--- config.mk ---
export PLATFORM = sky130hd
export DESIGN_NAME = beat_stream_reader_flat
export DESIGN_NICKNAME = d
export VERILOG_FILES = /design/src/rtl/beat_stream_if.sv /design/src/rtl/beat_stream_reader.sv /design/src/flat_wrapper.sv
export SDC_FILE = /design/constraint.sdc
export NUM_CORES = 1
export LEC_CHECK = 0
export CAP_MARGIN = 20
export CORE_MARGIN = 2
export CORE_UTILIZATION = 35
export DETAILED_ROUTE_END_ITERATION = 8
export DONT_BUFFER_PORTS = 1
export GPL_TIMING_DRIVEN = 0
export MAX_ROUTING_LAYER = met4
export SLEW_MARGIN = 20
export SYNTH_ARGS = -nofsm -noshare
export SYNTH_HDL_FRONTEND = slang
export SYNTH_SLANG_ARGS = --single-unit
--- constraint.sdc ---
create_clock -name clk -period 2.15 [get_ports clk]
set_input_delay 0.215 -clock clk [delete_from_list [all_inputs] [get_ports clk]]
set_output_delay 0.215 -clock clk [all_outputs]
set_load 0.05 [all_outputs]
--- src/rtl/beat_stream_if.sv ---
// beat_stream_if: bundles the beatmap stream, beat request and debug status
// signals of beat_stream_reader.
//   master : stream source / game logic side (drives data_en, data, beat_tick, clear_flags)
//   slave  : beat_stream_reader side (drives notes, wrap tracking, occupancy, flags)
//
// Handshake: data_en is a valid-only strobe with no ready; each cycle it is
// high, exactly one word is offered and is either stored or dropped (dropped
// words raise overflow). beat_tick is a one-cycle request answered one cycle
// later by note_valid, or by underflow when nothing is buffered.
interface beat_stream_if #(
    parameter int DEPTH  = 8,
    parameter int DATA_W = 8
);
    localparam int CW = $clog2(DEPTH) + 1;

    logic              data_en;
    logic [DATA_W-1:0] data;
    logic              beat_tick;
    logic              clear_flags;
    logic              note_valid;
    logic [DATA_W-1:0] note_value;
    logic [1:0]        note_lane;
    logic              wrap_pulse;
    logic [7:0]        pattern_count;
    logic [CW-1:0]     fifo_count;
    logic              overflow;
    logic              underflow;

    modport master (
        output data_en, data, beat_tick, clear_flags,
        input  note_valid, note_value, note_lane, wrap_pulse, pattern_count,
               fifo_count, overflow, underflow
    );

    modport slave (
        input  data_en, data, beat_tick, clear_flags,
        output note_valid, note_value, note_lane, wrap_pulse, pattern_count,
               fifo_count, overflow, underflow
    );
endinterface

--- src/rtl/beat_stream_reader.sv ---
// beat_stream_reader: consumer end of the beatmap data stream.
// Buffers incoming note words in a DEPTH-entry FIFO and releases one note per
// beat_tick, decoded into value and lane (value[3:2]). Counts pattern restarts
// (a word smaller than the previous one) and keeps sticky overflow/underflow
// flags for debug LEDs.
// Ports:
//   clk   : system clock, rising edge
//   reset : synchronous, active-high; discards buffered words
//   bus   : beat_stream_if slave modport (stream in, notes/status out)
// All outputs are registers.
module beat_stream_reader #(
    parameter int DEPTH  = 8,
    parameter int DATA_W = 8
) (
    input  logic           clk,
    input  logic           reset,
    beat_stream_if.slave   bus
);
    localparam int PW = $clog2(DEPTH);
    localparam int CW = PW + 1;
    localparam logic [PW-1:0] PTR_ONE = PW'(1);
    localparam logic [CW-1:0] CNT_ONE = CW'(1);
    localparam logic [CW-1:0] CNT_FULL = CW'(DEPTH);

    logic [DATA_W-1:0] mem [DEPTH];
    logic [PW-1:0]     wr_ptr;
    logic [PW-1:0]     rd_ptr;
    logic [CW-1:0]     count;
    logic [DATA_W-1:0] last_word;
    logic              have_last;

    logic fifo_full;
    logic fifo_empty;
    logic do_pop;
    logic do_push;
    logic ovf_event;
    logic unf_event;
    logic wrap_event;

    always_comb begin
        fifo_full  = (count == CNT_FULL);
        fifo_empty = (count == '0);
        do_pop     = bus.beat_tick && !fifo_empty;
        // A full FIFO still accepts a word when a pop frees the head slot in
        // the same cycle. An empty FIFO never bypasses: the word is stored.
        do_push    = bus.data_en && (!fifo_full || do_pop);
        ovf_event  = bus.data_en && fifo_full && !do_pop;
        unf_event  = bus.beat_tick && fifo_empty;
        // Wrap is judged on every offered word, stored or dropped.
        wrap_event = bus.data_en && have_last && (bus.data < last_word);
    end

    // Storage has no reset; occupancy and pointers define what is valid.
    always_ff @(posedge clk) begin
        if (!reset && do_push) begin
            mem[wr_ptr] <= bus.data;
        end
    end

    always_ff @(posedge clk) begin
        if (reset) begin
            wr_ptr            <= '0;
            rd_ptr            <= '0;
            count             <= '0;
            last_word         <= '0;
            have_last         <= 1'b0;
            bus.note_valid    <= 1'b0;
            bus.note_value    <= '0;
            bus.note_lane     <= 2'b00;
            bus.wrap_pulse    <= 1'b0;
            bus.pattern_count <= 8'd0;
            bus.overflow      <= 1'b0;
            bus.underflow     <= 1'b0;
        end else begin
            if (do_push) begin
                wr_ptr <= wr_ptr + PTR_ONE;
            end

            bus.note_valid <= do_pop;
            if (do_pop) begin
                rd_ptr         <= rd_ptr + PTR_ONE;
                bus.note_value <= mem[rd_ptr];
                bus.note_lane  <= mem[rd_ptr][3:2];
            end

            case ({do_push, do_pop})
                2'b10:   count <= count + CNT_ONE;
                2'b01:   count <= count - CNT_ONE;
                default: count <= count;
            endcase

            bus.wrap_pulse <= wrap_event;
            if (wrap_event && (bus.pattern_count != 8'hFF)) begin
                bus.pattern_count <= bus.pattern_count + 8'd1;
            end
            if (bus.data_en) begin
                last_word <= bus.data;
                have_last <= 1'b1;
            end

            // A new event in the clearing cycle keeps the flag set.
            if (bus.clear_flags) begin
                bus.overflow  <= ovf_event;
                bus.underflow <= unf_event;
            end else begin
                bus.overflow  <= bus.overflow  | ovf_event;
                bus.underflow <= bus.underflow | unf_event;
            end
        end
    end

    assign bus.fifo_count = count;
endmodule

--- src/flat_wrapper.sv ---
// flat-port wrapper written by rule: the top's interface ports become plain ports
module beat_stream_reader_flat 
#(
    parameter int DEPTH  = 8,
    parameter int DATA_W = 8
)
  (clk, reset, bus_data_en, bus_data, bus_beat_tick, bus_clear_flags, bus_note_valid, bus_note_value, bus_note_lane, bus_wrap_pulse, bus_pattern_count, bus_fifo_count, bus_overflow, bus_underflow);
  beat_stream_if #(.DEPTH(DEPTH), .DATA_W(DATA_W)) bus_i ();
  input  logic clk;
  input  logic reset;
  input wire logic [$bits(bus_i.data_en)-1:0] bus_data_en;
  input wire logic [$bits(bus_i.data)-1:0] bus_data;
  input wire logic [$bits(bus_i.beat_tick)-1:0] bus_beat_tick;
  input wire logic [$bits(bus_i.clear_flags)-1:0] bus_clear_flags;
  output wire logic [$bits(bus_i.note_valid)-1:0] bus_note_valid;
  output wire logic [$bits(bus_i.note_value)-1:0] bus_note_value;
  output wire logic [$bits(bus_i.note_lane)-1:0] bus_note_lane;
  output wire logic [$bits(bus_i.wrap_pulse)-1:0] bus_wrap_pulse;
  output wire logic [$bits(bus_i.pattern_count)-1:0] bus_pattern_count;
  output wire logic [$bits(bus_i.fifo_count)-1:0] bus_fifo_count;
  output wire logic [$bits(bus_i.overflow)-1:0] bus_overflow;
  output wire logic [$bits(bus_i.underflow)-1:0] bus_underflow;
  assign bus_i.data_en = bus_data_en;
  assign bus_i.data = bus_data;
  assign bus_i.beat_tick = bus_beat_tick;
  assign bus_i.clear_flags = bus_clear_flags;
  assign bus_note_valid = bus_i.note_valid;
  assign bus_note_value = bus_i.note_value;
  assign bus_note_lane = bus_i.note_lane;
  assign bus_wrap_pulse = bus_i.wrap_pulse;
  assign bus_pattern_count = bus_i.pattern_count;
  assign bus_fifo_count = bus_i.fifo_count;
  assign bus_overflow = bus_i.overflow;
  assign bus_underflow = bus_i.underflow;
  beat_stream_reader #(.DEPTH(DEPTH), .DATA_W(DATA_W)) u_core (.clk(clk), .reset(reset), .bus(bus_i));
endmodule
==> metrics.csv, run 1 <==
stage,metric,value,unit
outcome,status,"finished, final reports clean",
floorplanning,DIE WIDTH,115,um
timing,"Hold Violations, Final",0,
global_routing,pin count of the biggest net entering global routing,20,
drt,vias,2610,
timing,Final Setup Violations,0,
layout,post-layout util,42.7,%
timing,Final WS setup,0.118,ns
synth,synth warn,0,
synth,top cell type's share of synthesized area,44.3,%
timing,Fin Hold WS,0.0129,ns
layout,fin nets,370,
layout,ratio of cells with drive above 1 in the final layout,21.4,%
timing,skew final,0.00907,ns
timing,actual slew at the worst max-slew pin,0.706,ns
global_routing,first-pass GRT wire length,13900,um
synth,"top cells by area, synth","edfxtp_1 44%, dfxtp_1 19%, mux4_2 8.3%, mux2i_1 4.1%, nor2_1 3.4%",
power,pwr/cell area,1000,mW/mm^2
synth,Yosys reg bits,106,
timing,worst relative slew slack,52.9,%
clock_tree,Sink Count,106,
drt,drt total wl,8790,um
synth,Cells after Synth,313,
clock_tree,"Reg clk slew, reported paths",0.07,ns
floorplanning,core area,0.0121,mm^2
synth,largest area contributor in the netlist,edfxtp_1,
drt,Detail Route met2 WL,4470,um
critical_path,CP max FO,8,
drt,DRC errors left,0,
floorplanning,die height,115,um
timing,FMAX,492,MHz
drt,wire per inst,16.9,um
placed_design,routability cong.,0.754,
timing,"Min Clock Period, post-route",2.03,ns
critical_path,Top Family by Delay on Critical Path,simple AND/OR/NAND/NOR gates,
drt,drt first pass iters,4,
timing,Final Cycle Share,94.5,%
critical_path,CP startpoint kind,flip-flop,
critical_path,critical-path cell list,"nor4_1, a21boi_2, nand2_2, nor4_4, buf_4",
clock_tree,Max Root-Sink Buffers,2,
synth,library cells used by synthesis,44,
critical_path,worst setup path class,reg -> reg,
power,Power Total,0.00518,W
floorplanning,row count,40,
min_path,worst hold path type,in -> reg,
critical_path,WP data arrival,2.10,ns
critical_path,Required @ worst endpoint,2.22,ns
placed_design,placed cell area,0.00461,mm^2
synth,Synth Cell Area,0.00434,mm^2
critical_path,Bufs and invs on worst path,1,
drt,metal3 WL,578,um
clock_tree,Root Buffer,clkbuf_16,
drt,wire length on met1,3640,um
global_routing,GRT Overall Usage,14.7,%
layout,Final Cell Area,0.00515,mm^2
floorplanning,Ports,39,
placed_design,port bufs,0,
global_routing,grt ovf,0,
critical_path,CP endpoint kind,flip-flop,
drt,DR top layer,met4,
layout,antenna diode count,0,
critical_path,crit-path max cell delay,0.60,ns
floorplanning,Die Area,0.0133,mm^2
clock_tree,H-tree Lvls,3,
clock_tree,TritonCTS clock tree,yes,
drt,vias per cell,5.03,
placed_design,hpwl dp,5640,um
synth,Synth Net Count,337,
floorplanning,starting density of the core,36.0,%
synth,Avg Synthesized Cell Area,13.9,um^2
placed_design,Setup WS pre-CTS,-0.449,ns
synth,"Seq/Total Area, Yosys",63.6,%
run,Max-Cap Viols,0,
global_routing,initial antenna violation count,0,
power,peak supply drop,0.374,mV
clock_tree,later-pin clock latency in the skew report,0.36,ns
timing,fin. max-slew vios,0,
global_routing,vias in the first global route,2657,
synth,"Top FF cell, synth",edfxtp_1,
critical_path,slowest CP cell,dfxtp_2,
drt,ANT nets after route,0,
synth,Post-synth EDFFs,64,
clock_tree,Num CTS Buffers,9,
layout,layout overhead on the synthesized area,18.6,%
power,Pleak,1.74,nW
synth,"FFs w/ async S/R, synth",0,%
drt,1st-iter DRT viols,193,
[kinds of logic after synthesis]
| group | Yosys count | share of synthesized area (%) |
|---|---|---|
| AND/OR/NAND/NOR | 84 | 9.33 |
| XOR/XNOR | 7 | 1.41 |
| adder cells (fa/ha/maj) | 11 | 3.17 |
| multiplexers | 34 | 12.4 |
| flip-flops | 106 | 63.6 |
| buffers and inverters | 29 | 2.97 |
| AO/OA/AOI/OAI | 42 | 7.06 |
[layer usage]
metal  global-route usage (%)  up-vias
met5                        -        -
met4                     4.10        0
met3                     5.59       12
met2                     24.1       60
met1                     17.0     1300
li1                         -     1238
[through the flow]
| stage | instances | TNS [ns] |
|---|---|---|
| 2_1_floorplan | 313 | 0 |
| 3_3_place_gp | 481 | -22.35 |
| 3_5_place_dp | 481 | -23.99 |
| 4_1_cts | 514 | 0 |
| 5_1_grt | 519 | -0.0000739 |
| 6_report | 519 | 0 |
[cells in the mapped netlist, types with 2 or more instances]
cell type,count
a211oi_1,9
a21oi_1,10
a31oi_1,3
buf_1,4
buf_2,4
buf_4,4
clkbuf_1,7
dfxtp_1,42
edfxtp_1,64
ha_1,11
inv_1,10
mux2i_1,18
mux4_2,16
nand2_1,12
nand2b_1,2
nand3_1,6
nand4_1,3
nor2_1,39
nor3_1,3
nor4_1,5
o21ai_0,7
o21bai_1,2
o31ai_1,2
or3_1,4
or4_1,2
xor2_1,6
[layout by cell type, fill, tap and decap left out, types with 2 or more instances in the layout]
master         synthesis  final
nor3_4                 0      2
nor2_4                 0      3
or4_1                  2      2
nand3_1                6      6
o21ai_0                7      7
mux2i_1               18     18
clkbuf_16              0      9
dlygate4sd3_1          0      9
clkbuf_1               7      6
edfxtp_1              64     64
nand4_1                3      3
o31ai_1                2      2
nor2_1                39     35
nor4_4                 0      2
dfxtp_4                0      2
nor4_1                 5      3
clkinvlp_4             0      2
o21bai_1               2      2
a31oi_1                3      3
buf_4                  4     16
inv_1                 10     10
buf_2                  4      4
mux4_2                16     16
buf_1                  4      4
nand2_1               12     11
or3_1                  4      4
dfxtp_2                0      3
a21oi_1               10     10
ha_1                  11     11
inv_8                  0      2
a211oi_1               9      8
dfxtp_1               42     37
xor2_1                 6      6
[what timing repair did]
action / 4_1_cts / 5_1_grt
resized for setup: 9 / 11
hold endpoints to repair: 65 / 0
buffers inserted: 8 / 5
pin swaps: 5 / 4
hold buffers: 9 / 0
endpoints found under the setup margin: 75 / 25
[final cells by class]
type,count,area (um^2)
tap,168,210
clock inverter,7,58.8
multi-input combinational,178,1550
clock buffer,9,225
sequential,106,2770
inverter,10,37.5
timing repair buffer,22,200
buffer,19,95.1
fill,1089,6910
[state kept, by name, summed over array words and instances (netlist names), named ones only]
| signal | cells |
|---|---|
| u_core.bus.note_value | 7 |
| u_core.wr_ptr | 3 |
| u_core.bus.wrap_pulse | 1 |
| u_core.bus.note_lane | 1 |
| u_core.bus.note_valid | 1 |
| u_core.bus.underflow | 1 |
| u_core.last_word | 8 |
| u_core.rd_ptr | 3 |
| u_core.bus.fifo_count | 4 |
| u_core.bus.overflow | 1 |
| u_core.have_last | 1 |
| u_core.bus.pattern_count | 8 |
| u_core.mem | 64 |
[worst reg2reg max path, delay by kind of cell, from the launching register on]
kind	cells	cell delay, ns
AOI/OAI and AO/OA	1	0.25
and+or+nand+nor	3	0.69
DFF	1	0.60
buffers and inverters	1	0.21
[power by group]
part	switching, W	internal (W)	total [W]	leakage [nW]
sequential	0.000445	0.00230	0.00274	0.924
combinational	0.000470	0.000382	0.000852	0.680
clock	0.000776	0.000804	0.00158	0.134
[path summary, 6_finish.rpt]
path,startpoint,end,slack (ns),cells past startpoint
setup reg to reg,u_core.bus.fifo_count[0]$_SDFFE_PP0P_,u_core.mem[2][6]$_DFFE_PP_,0.12,5
setup / recovery,u_core.bus.fifo_count[0]$_SDFFE_PP0P_,u_core.mem[2][6]$_DFFE_PP_,0.12,5
hold reg to reg,u_core.rd_ptr[1]$_SDFFE_PP0N_,u_core.rd_ptr[1]$_SDFFE_PP0N_,0.49,2
hold / removal,bus_data[3],u_core.last_word[3]$_SDFFE_PP0P_,0.01,2
(Power assumes the default switching activity.)
==> run 2: changes to the inputs <==
--- a/config.mk
+++ b/config.mk
@@ -5,6 +5,7 @@
 export SDC_FILE = /design/constraint.sdc
 export NUM_CORES = 1
 export LEC_CHECK = 0
+export ABC_AREA = 1
 export CAP_MARGIN = 20
 export CORE_MARGIN = 2
 export CORE_UTILIZATION = 35
==> run 2 against run 1 <==
Compared with the run above: sequential share of layout area shrank 2.5 points; sequential cell count unchanged; largest cell class unchanged; worst hold slack worse by 0.0072 ns; non-clock buffer count decreased by 12; critical path type unchanged; highest routed layer unchanged; clock-buffer cell count is the same; setup slack worse by 0.056 ns; utilization is 1.7 points lower; sequential power decreased by 6%; cell count is 24% higher.
==> metrics.csv, run 2 <==
stage,metric,value,unit,change
outcome,status,"finished, final reports clean",,unchanged
layout,Register Area,0.00277,mm^2,about the same
global_routing,first-pass GRT wire length,16200,um,"was 13,900 um"
layout,fin nets,487,,was 370
floorplanning,row count,42,,was 40
critical_path,Required @ worst endpoint,2.15,ns,was 2.22 ns
synth,"FFs w/ async S/R, synth",0,%,unchanged
timing,actual slew at the worst max-slew pin,0.807,ns,was 0.706 ns
drt,drt first pass iters,4,,unchanged
power,sequential share of power,48.1,%,was 53.0%
synth,most numerous cell in the Yosys netlist,nor2_1,,was edfxtp_1
synth,Yosys reg bits,106,,unchanged
synth,"top cells by area, synth","edfxtp_1 41%, dfxtp_1 18%, nor2_1 5.2%, o21ai_0 4.8%, nand2_1 3.9%",,"was edfxtp_1 44%, dfxtp_1 19%, mux4_2 8.3%, mux2i_1 4.1%, nor2_1 3.4%"
synth,top cell type's share of synthesized area,41.3,%,was 44.3%
floorplanning,starting density of the core,35.4,%,was 36.0%
run,Max-Cap Viols,0,,unchanged
clock_tree,H-tree Lvls,3,,unchanged
placed_design,port bufs,0,,unchanged
clock_tree,Sink Count,106,,unchanged
critical_path,CP max FO,8,,unchanged
floorplanning,DIE WIDTH,119,um,was 115 um
synth,library cells used by synthesis,38,,was 44
synth,synth warn,0,,unchanged
synth,Cells after Synth,442,,was 313
timing,fin. max-slew vios,0,,unchanged
power,Pleak,1.93,nW,was 1.74 nW
floorplanning,die height,119,um,was 115 um
clock_tree,"Reg clk slew, reported paths",0.07,ns,about the same
min_path,hold endpoint,u_core.bus.fifo_count[2]$_SDFFE_PP0P_,,was u_core.last_word[3]$_SDFFE_PP0P_
critical_path,WP data arrival,2.09,ns,was 2.10 ns
critical_path,CP startpoint kind,flip-flop,,unchanged
timing,skew final,0.00982,ns,was 0.00907 ns
layout,"commonest non-fill, non-tap cell in the layout",edfxtp_1,,unchanged
synth,"Top FF cell, synth",edfxtp_1,,unchanged
clock_tree,Num CTS Buffers,9,,unchanged
placed_design,routability cong.,0.850,,was 0.754
layout,largest registers,"u_core.mem x64, u_core.bus.pattern_count x8, u_core.last_word x8",,unchanged
synth,Synth Net Count,466,,was 337
timing,"Hold Violations, Final",0,,unchanged
critical_path,CP endpoint kind,flip-flop,,unchanged
placed_design,placed cell area,0.00489,mm^2,was 0.00461 mm^2
floorplanning,Ports,39,,unchanged
drt,wire per inst,16.1,um,was 16.9 um
global_routing,pin count of the biggest net entering global routing,19,,was 20
layout,Biggest register,u_core.mem,,unchanged
clock_tree,Root Buffer,clkbuf_16,,unchanged
layout,most frequent cells in the layout,"64 x edfxtp_1, 61 x nor2_1, 49 x nand2_1, 45 x o21ai_0, 38 x dfxtp_1",,"was 64 x edfxtp_1, 37 x dfxtp_1, 35 x nor2_1, 18 x mux2i_1"
floorplanning,Die Area,0.0142,mm^2,was 0.0133 mm^2
timing,RSZ-0062 raised after global routing,yes,,
drt,vias,3200,,"was 2,610"
global_routing,grt ovf,0,,unchanged
timing,Final Cycle Share,97.1,%,was 94.5%
critical_path,R2R Path End,u_core.mem[3][4]$_DFFE_PP_,,was u_core.mem[2][6]$_DFFE_PP_
synth,Synth Cell Area,0.00466,mm^2,was 0.00434 mm^2
clock_tree,TritonCTS clock tree,yes,,unchanged
layout,layout overhead on the synthesized area,15.8,%,was 18.6%
layout,antenna diode count,0,,unchanged
min_path,hold depth,3,,was 2
drt,1st-iter DRT viols,162,,was 193
critical_path,r2r setup slk,0.06,ns,was 0.12 ns
clock_tree,later-pin clock latency in the skew report,0.36,ns,about the same
power,Sw Pwr,0.00170,W,was 0.00169 W
timing,FMAX,479,MHz,was 492 MHz
drt,ANT nets after route,0,,unchanged
floorplanning,core area,0.0131,mm^2,was 0.0121 mm^2
global_routing,initial antenna violation count,0,,unchanged
synth,Avg Synthesized Cell Area,10.5,um^2,was 13.9 um^2
min_path,worst hold path type,in -> reg,,unchanged
layout,Final Cell Area,0.00539,mm^2,was 0.00515 mm^2
min_path,hold path start,reset,,was bus_data[3]
clock_tree,Max Root-Sink Buffers,2,,unchanged
placed_design,hpwl dp,6930,um,was 5640 um
critical_path,R2R depth,8,,was 5
synth,"Seq/Total Area, Yosys",59.3,%,was 63.6%
layout,filler instances,1275,,"was 1,089"
power,pwr/cell area,991,mW/mm^2,was 1000 mW/mm^2
power,peak supply drop,0.582,mV,was 0.374 mV
timing,"Min Clock Period, post-route",2.09,ns,was 2.03 ns
synth,Post-synth EDFFs,64,,unchanged
layout,ratio of cells with drive above 1 in the final layout,17.9,%,was 21.4%
layout,Largest register FFs,64,,unchanged
drt,DRC errors left,0,,unchanged
power,Sw Share,31.7,%,was 32.7%
layout,Multi-input gate area,0.00169,mm^2,was 0.00155 mm^2
global_routing,GRT Overall Usage,15.5,%,was 14.7%
drt,vias per cell,4.97,,was 5.03
power,combinational power share,18.4,%,was 16.5%
global_routing,vias in the first global route,3134,,"was 2,657"
synth,largest area contributor in the netlist,edfxtp_1,,unchanged
power,internal power,0.00365,W,was 0.00348 W
timing,worst relative slew slack,46.2,%,was 52.9%
power,clock power share,33.5,%,was 30.5%
critical_path,worst setup path class,reg -> reg,,unchanged
synth,most common library cells after synthesis,"65 x nor2_1, 64 x edfxtp_1, 49 x nand2_1",,"was 64 x edfxtp_1, 42 x dfxtp_1, 39 x nor2_1"
critical_path,worst r2r src,u_core.bus.fifo_count[1]$_SDFFE_PP0P_,,was u_core.bus.fifo_count[0]$_SDFFE_PP0P_
power,Power Total,0.00534,W,was 0.00518 W
timing,Final Setup Violations,0,,unchanged
drt,drt total wl,10400,um,was 8790 um
layout,post-layout util,41.0,%,was 42.7%
run 2: layout make-up:
cell class,count,share of cell area (%)
clock buffers,9,4.18
inverters,35,2.58
plain buffers,19,2.39
well taps,176,4.08
multi-input cells,282,31.4
clock inverters,7,1.86
repair buffers,10,2.23
flip-flops and latches,106,51.3
run 2: through the flow:
stage                     setup TNS (ns)  cells  worst slack [ns]  hold WS, ns
after global placement            -30.84    618            -0.782        0.314
final                                  0    644            0.0620      0.00570
after CTS                        -0.0482    643          -0.00788     -0.00547
after global routing              -0.406    644           -0.0305      0.00865
after floorplan                    -4.76    442            -0.149        0.314
after detailed placement          -25.90    618            -0.618        0.314
run 2: kinds of logic after synthesis:
logic type | Yosys count | synth area share, %
AOI/OAI and AO/OA | 113 | 14.7
xor gates and xnor gates | 6 | 1.13
adders and majority gates | 11 | 2.96
buffers and inverters | 54 | 5.75
DFF | 106 | 59.3
and+or+nand+nor | 152 | 16.1
run 2: routing by layer:
metal | share of wire (%) | global-route usage (%) | vias up
li1 | - | - | 1593
met1 | 42 | 18.1 | 1522
met2 | 50 | 25.5 | 69
met3 | 4.9 | 3.02 | 16
met4 | 2.6 | 7.94 | 0
met5 | 0 | - | -
run 2: power by group through the flow:
stage	sequential, W	combinational, W	clock, W
floorplan	0.00258	0.000749	0
global placement	0.00261	0.000929	0
detailed placement	0.00261	0.000950	0
CTS	0.00257	0.000989	0.00182
global route	0.00259	0.00111	0.00190
finish	0.00257	0.000984	0.00179
run 2: how the worst max path moves through the flow:
stage	slack [ns]	to	cells after the start	startpoint
floorplan	-0.15	u_core.mem[0][0]$_DFFE_PP_	8	u_core.bus.fifo_count[1]$_SDFFE_PP0P_
detailed placement	-0.62	u_core.mem[2][6]$_DFFE_PP_	8	u_core.bus.fifo_count[1]$_SDFFE_PP0P_
CTS	-0.008	u_core.mem[5][4]$_DFFE_PP_	8	u_core.bus.fifo_count[1]$_SDFFE_PP0P_
global route	-0.03	u_core.mem[1][7]$_DFFE_PP_	8	u_core.bus.fifo_count[1]$_SDFFE_PP0P_
global placement	-0.78	u_core.mem[6][7]$_DFFE_PP_	8	u_core.bus.fifo_count[1]$_SDFFE_PP0P_
finish	0.06	u_core.mem[3][4]$_DFFE_PP_	8	u_core.bus.fifo_count[1]$_SDFFE_PP0P_
run 2: timing repair:
item,4_1_cts,5_1_grt
buffers inserted,1,1
hold buffers,8,0
endpoints found under the setup margin,64,30
gates resized for setup,13,3
pin swaps,1,1
hold endpoints to repair,65,0
run 2: worst max-delay path, cell delays in order (launching register included):
cell and delay, ns:
dfxtp_2 0.53, inv_2 0.10, nand2_4 0.10, nor2_8 0.05
nand3_2 0.09, nand2_4 0.08, nor2_1 0.15, nand2_1 0.21
nor2_2 0.42
==> run 3: changes to the inputs <==
--- a/config.mk
+++ b/config.mk
@@ -9,6 +9,7 @@
 export CAP_MARGIN = 20
 export CORE_MARGIN = 2
 export CORE_UTILIZATION = 35
+export CTS_CLUSTER_DIAMETER = 120
 export DETAILED_ROUTE_END_ITERATION = 8
 export DONT_BUFFER_PORTS = 1
 export GPL_TIMING_DRIVEN = 0
==> constraint.sdc (replaced) <==
create_clock -name clk -period 2.48 [get_ports clk]
set_input_delay 0.248 -clock clk [delete_from_list [all_inputs] [get_ports clk]]
set_output_delay 0.248 -clock clk [all_outputs]
set_load 0.05 [all_outputs]
==> run 3 against run 2 <==
Compared with the run above: sequential share of layout area rose by 0.61 points; utilization fell by 0.55 points; sequential cell count did not move; setup slack got worse by 0.020 ns; critical path depth did not move; final area fell by 1.3%; fmax fell by 14%; clock skew fell by 0.0017 ns; routed wire length fell by 1.5%; via count fell by 1.0%; largest cell class unchanged; highest routed layer unchanged.
==> metrics.csv, run 3 (same netlist as run 2, synthesis figures left out) <==
stage,metric,value,unit,change
outcome,status,"finished, final reports clean",,unchanged
floorplanning,core area,0.0131,mm^2,unchanged
power,sequential share of power,48.1,%,about the same
power,combinational power share,18.2,%,was 18.4%
layout,"commonest non-fill, non-tap cell in the layout",edfxtp_1,,unchanged
clock_tree,Sink Count,106,,unchanged
layout,Register Area,0.00276,mm^2,was 0.00277 mm^2
critical_path,worst setup path class,reg -> reg,,unchanged
drt,vias,3168,,"was 3,200"
timing,Final WS setup,0.0422,ns,was 0.0620 ns
placed_design,Placed Cells,618,,unchanged
global_routing,grt ovf,0,,unchanged
power,Pleak,1.91,nW,was 1.93 nW
global_routing,initial antenna violation count,0,,unchanged
global_routing,first-pass GRT wire length,16200,um,about the same
timing,Final Setup Violations,0,,unchanged
floorplanning,Ports,39,,unchanged
timing,RSZ-0062 raised after global routing,yes,,unchanged
floorplanning,row count,42,,unchanged
power,internal power,0.00316,W,was 0.00365 W
min_path,worst hold path type,in -> reg,,unchanged
global_routing,pin count of the biggest net entering global routing,19,,unchanged
power,Sw Pwr,0.00147,W,was 0.00170 W
clock_tree,Max Root-Sink Buffers,2,,unchanged
global_routing,vias in the first global route,3129,,"was 3,134"
timing,Final Cycle Share,98.3,%,was 97.1%
placed_design,Setup WS pre-CTS,-0.288,ns,was -0.618 ns
clock_tree,"Reg clk slew, reported paths",0.07,ns,about the same
floorplanning,DIE WIDTH,119,um,unchanged
drt,drt first pass iters,4,,unchanged
timing,actual slew at the worst max-slew pin,0.799,ns,was 0.807 ns
floorplanning,Die Area,0.0142,mm^2,unchanged
drt,wire per inst,15.9,um,was 16.1 um
power,clock power share,33.7,%,was 33.5%
clock_tree,Root Buffer,clkbuf_16,,unchanged
drt,drt total wl,10200,um,"was 10,400 um"
drt,vias per cell,4.93,,was 4.97
timing,"Hold Violations, Final",0,,unchanged
power,pwr/cell area,869,mW/mm^2,was 991 mW/mm^2
floorplanning,starting density of the core,35.4,%,unchanged
floorplanning,die height,119,um,unchanged
placed_design,routability cong.,0.850,,unchanged
timing,FMAX,410,MHz,was 479 MHz
layout,largest registers,"u_core.mem x64, u_core.bus.pattern_count x8, u_core.last_word x8",,unchanged
layout,layout overhead on the synthesized area,14.2,%,was 15.8%
drt,ANT nets after route,0,,unchanged
layout,non-filler instance count after layout,642,,was 644
power,Sw Share,31.7,%,about the same
layout,Final Cell Area,0.00532,mm^2,was 0.00539 mm^2
clock_tree,TritonCTS clock tree,yes,,unchanged
placed_design,placed cell area,0.00489,mm^2,unchanged
global_routing,GRT Overall Usage,15.4,%,was 15.5%
critical_path,WP data arrival,2.42,ns,was 2.09 ns
clock_tree,H-tree Lvls,3,,unchanged
layout,ratio of cells with drive above 1 in the final layout,16.3,%,was 17.9%
layout,antenna diode count,0,,unchanged
clock_tree,Num CTS Buffers,9,,unchanged
layout,Largest register FFs,64,,unchanged
drt,DRC errors left,0,,unchanged
critical_path,Required @ worst endpoint,2.47,ns,was 2.15 ns
critical_path,CP startpoint kind,flip-flop,,unchanged
placed_design,hpwl dp,6930,um,unchanged
timing,worst relative slew slack,46.7,%,was 46.2%
layout,Biggest register,u_core.mem,,unchanged
critical_path,CP max FO,8,,unchanged
placed_design,port bufs,0,,unchanged
drt,1st-iter DRT viols,182,,was 162
timing,"Min Clock Period, post-route",2.44,ns,was 2.09 ns
timing,fin. max-slew vios,0,,unchanged
layout,Multi-input gate area,0.00166,mm^2,was 0.00169 mm^2
run,Max-Cap Viols,0,,unchanged
layout,fin nets,485,,was 487
layout,most frequent cells in the layout,"64 x edfxtp_1, 63 x nor2_1, 49 x nand2_1, 45 x o21ai_0, 42 x dfxtp_1",,"was 64 x edfxtp_1, 61 x nor2_1, 49 x nand2_1, 45 x o21ai_0, 38 x dfxtp_1"
power,peak supply drop,0.502,mV,was 0.582 mV
timing,Fin Setup TNS,0,ns,unchanged
critical_path,CP endpoint kind,flip-flop,,unchanged
timing,skew final,0.00814,ns,was 0.00982 ns
layout,filler instances,1285,,"was 1,275"
clock_tree,later-pin clock latency in the skew report,0.36,ns,about the same
## run 3: changes by cell type in the layout (fill, tap and decap cells not counted)
cell	change
dfxtp_1	+4
dfxtp_2	-4
buf_12	-2
nor2_1	+2
nor2_4	-2
nor3_2	+2
nor3_4	-2
## run 3: cell type report
type                            instances  share of cell area (%)
Inverter                               35                    2.61
Buffer                                 19                    2.42
Clock buffer                            9                    4.23
Clock inverter                          7                    1.88
Tap cell                              176                    4.14
Timing Repair Buffer                    8                    1.51
Multi-Input combinational cell        282                    31.3
Sequential cell                       106                    51.9
## run 3: routing by layer
layer | track usage (%) | vias up | wire [um] | part of all wire, %
met4 | 8.01 | 0 | 271 | 2.6
met2 | 25.3 | 49 | 5140 | 50
met5 | - | - | 0 | 0
met3 | 2.92 | 16 | 406 | 4.0
li1 | - | 1587 | - | -
met1 | 18.1 | 1516 | 4410 | 43
## run 3: critical path, cell delays in order (launching register included)
cell and delay [ns]:
dfxtp_1 0.71, inv_2 0.12, nand2_4 0.12, nor2_8 0.05, nand3_2 0.11, nand2_4 0.09
nor2_1 0.15, nand2_1 0.14, nor2_1 0.59
## run 3: power groups by stage
stage	clock network (W)	logic, W	registers [W]
after floorplan	0	0.000649	0.00223
after global placement	0	0.000805	0.00226
after detailed placement	0	0.000823	0.00227
after CTS	0.00158	0.000851	0.00223
after global routing	0.00164	0.000955	0.00224
final	0.00156	0.000843	0.00222
## run 3: worst paths after layout
| check | start | depth (start not counted) | slack [ns] | to |
|---|---|---|---|---|
| setup reg to reg | u_core.bus.fifo_count[1]$_SDFFE_PP0P_ | 8 | 0.04 | u_core.mem[3][4]$_DFFE_PP_ |
| hold reg to reg | u_core.rd_ptr[2]$_SDFFE_PP0N_ | 1 | 0.46 | flip-flop |
| hold / removal | reset | 3 | 0.04 | u_core.bus.fifo_count[2]$_SDFFE_PP0P_ |
| setup / recovery | u_core.bus.fifo_count[1]$_SDFFE_PP0P_ | 8 | 0.04 | u_core.mem[3][4]$_DFFE_PP_ |
## run 3: metrics by stage
step                hold slack (ns)  power (W)  utilization (%)
floorplan                     0.347    0.00288                -
global placement              0.347    0.00307             37.1
detailed placement            0.347    0.00309             37.2
CTS                          0.0348    0.00465             40.4
global route                 0.0490    0.00484             40.5
finish                       0.0408    0.00462             40.5
## run 3: what timing repair did
| action | 4_1_cts | 5_1_grt |
|---|---|---|
| gates cloned | 0 | 0 |
| hold endpoints to repair | 64 | 0 |
| buffers inserted | 0 | 0 |
| hold buffers | 8 | 0 |
| gates resized for setup | 2 | 4 |
| endpoints found under the setup margin | 40 | 64 |
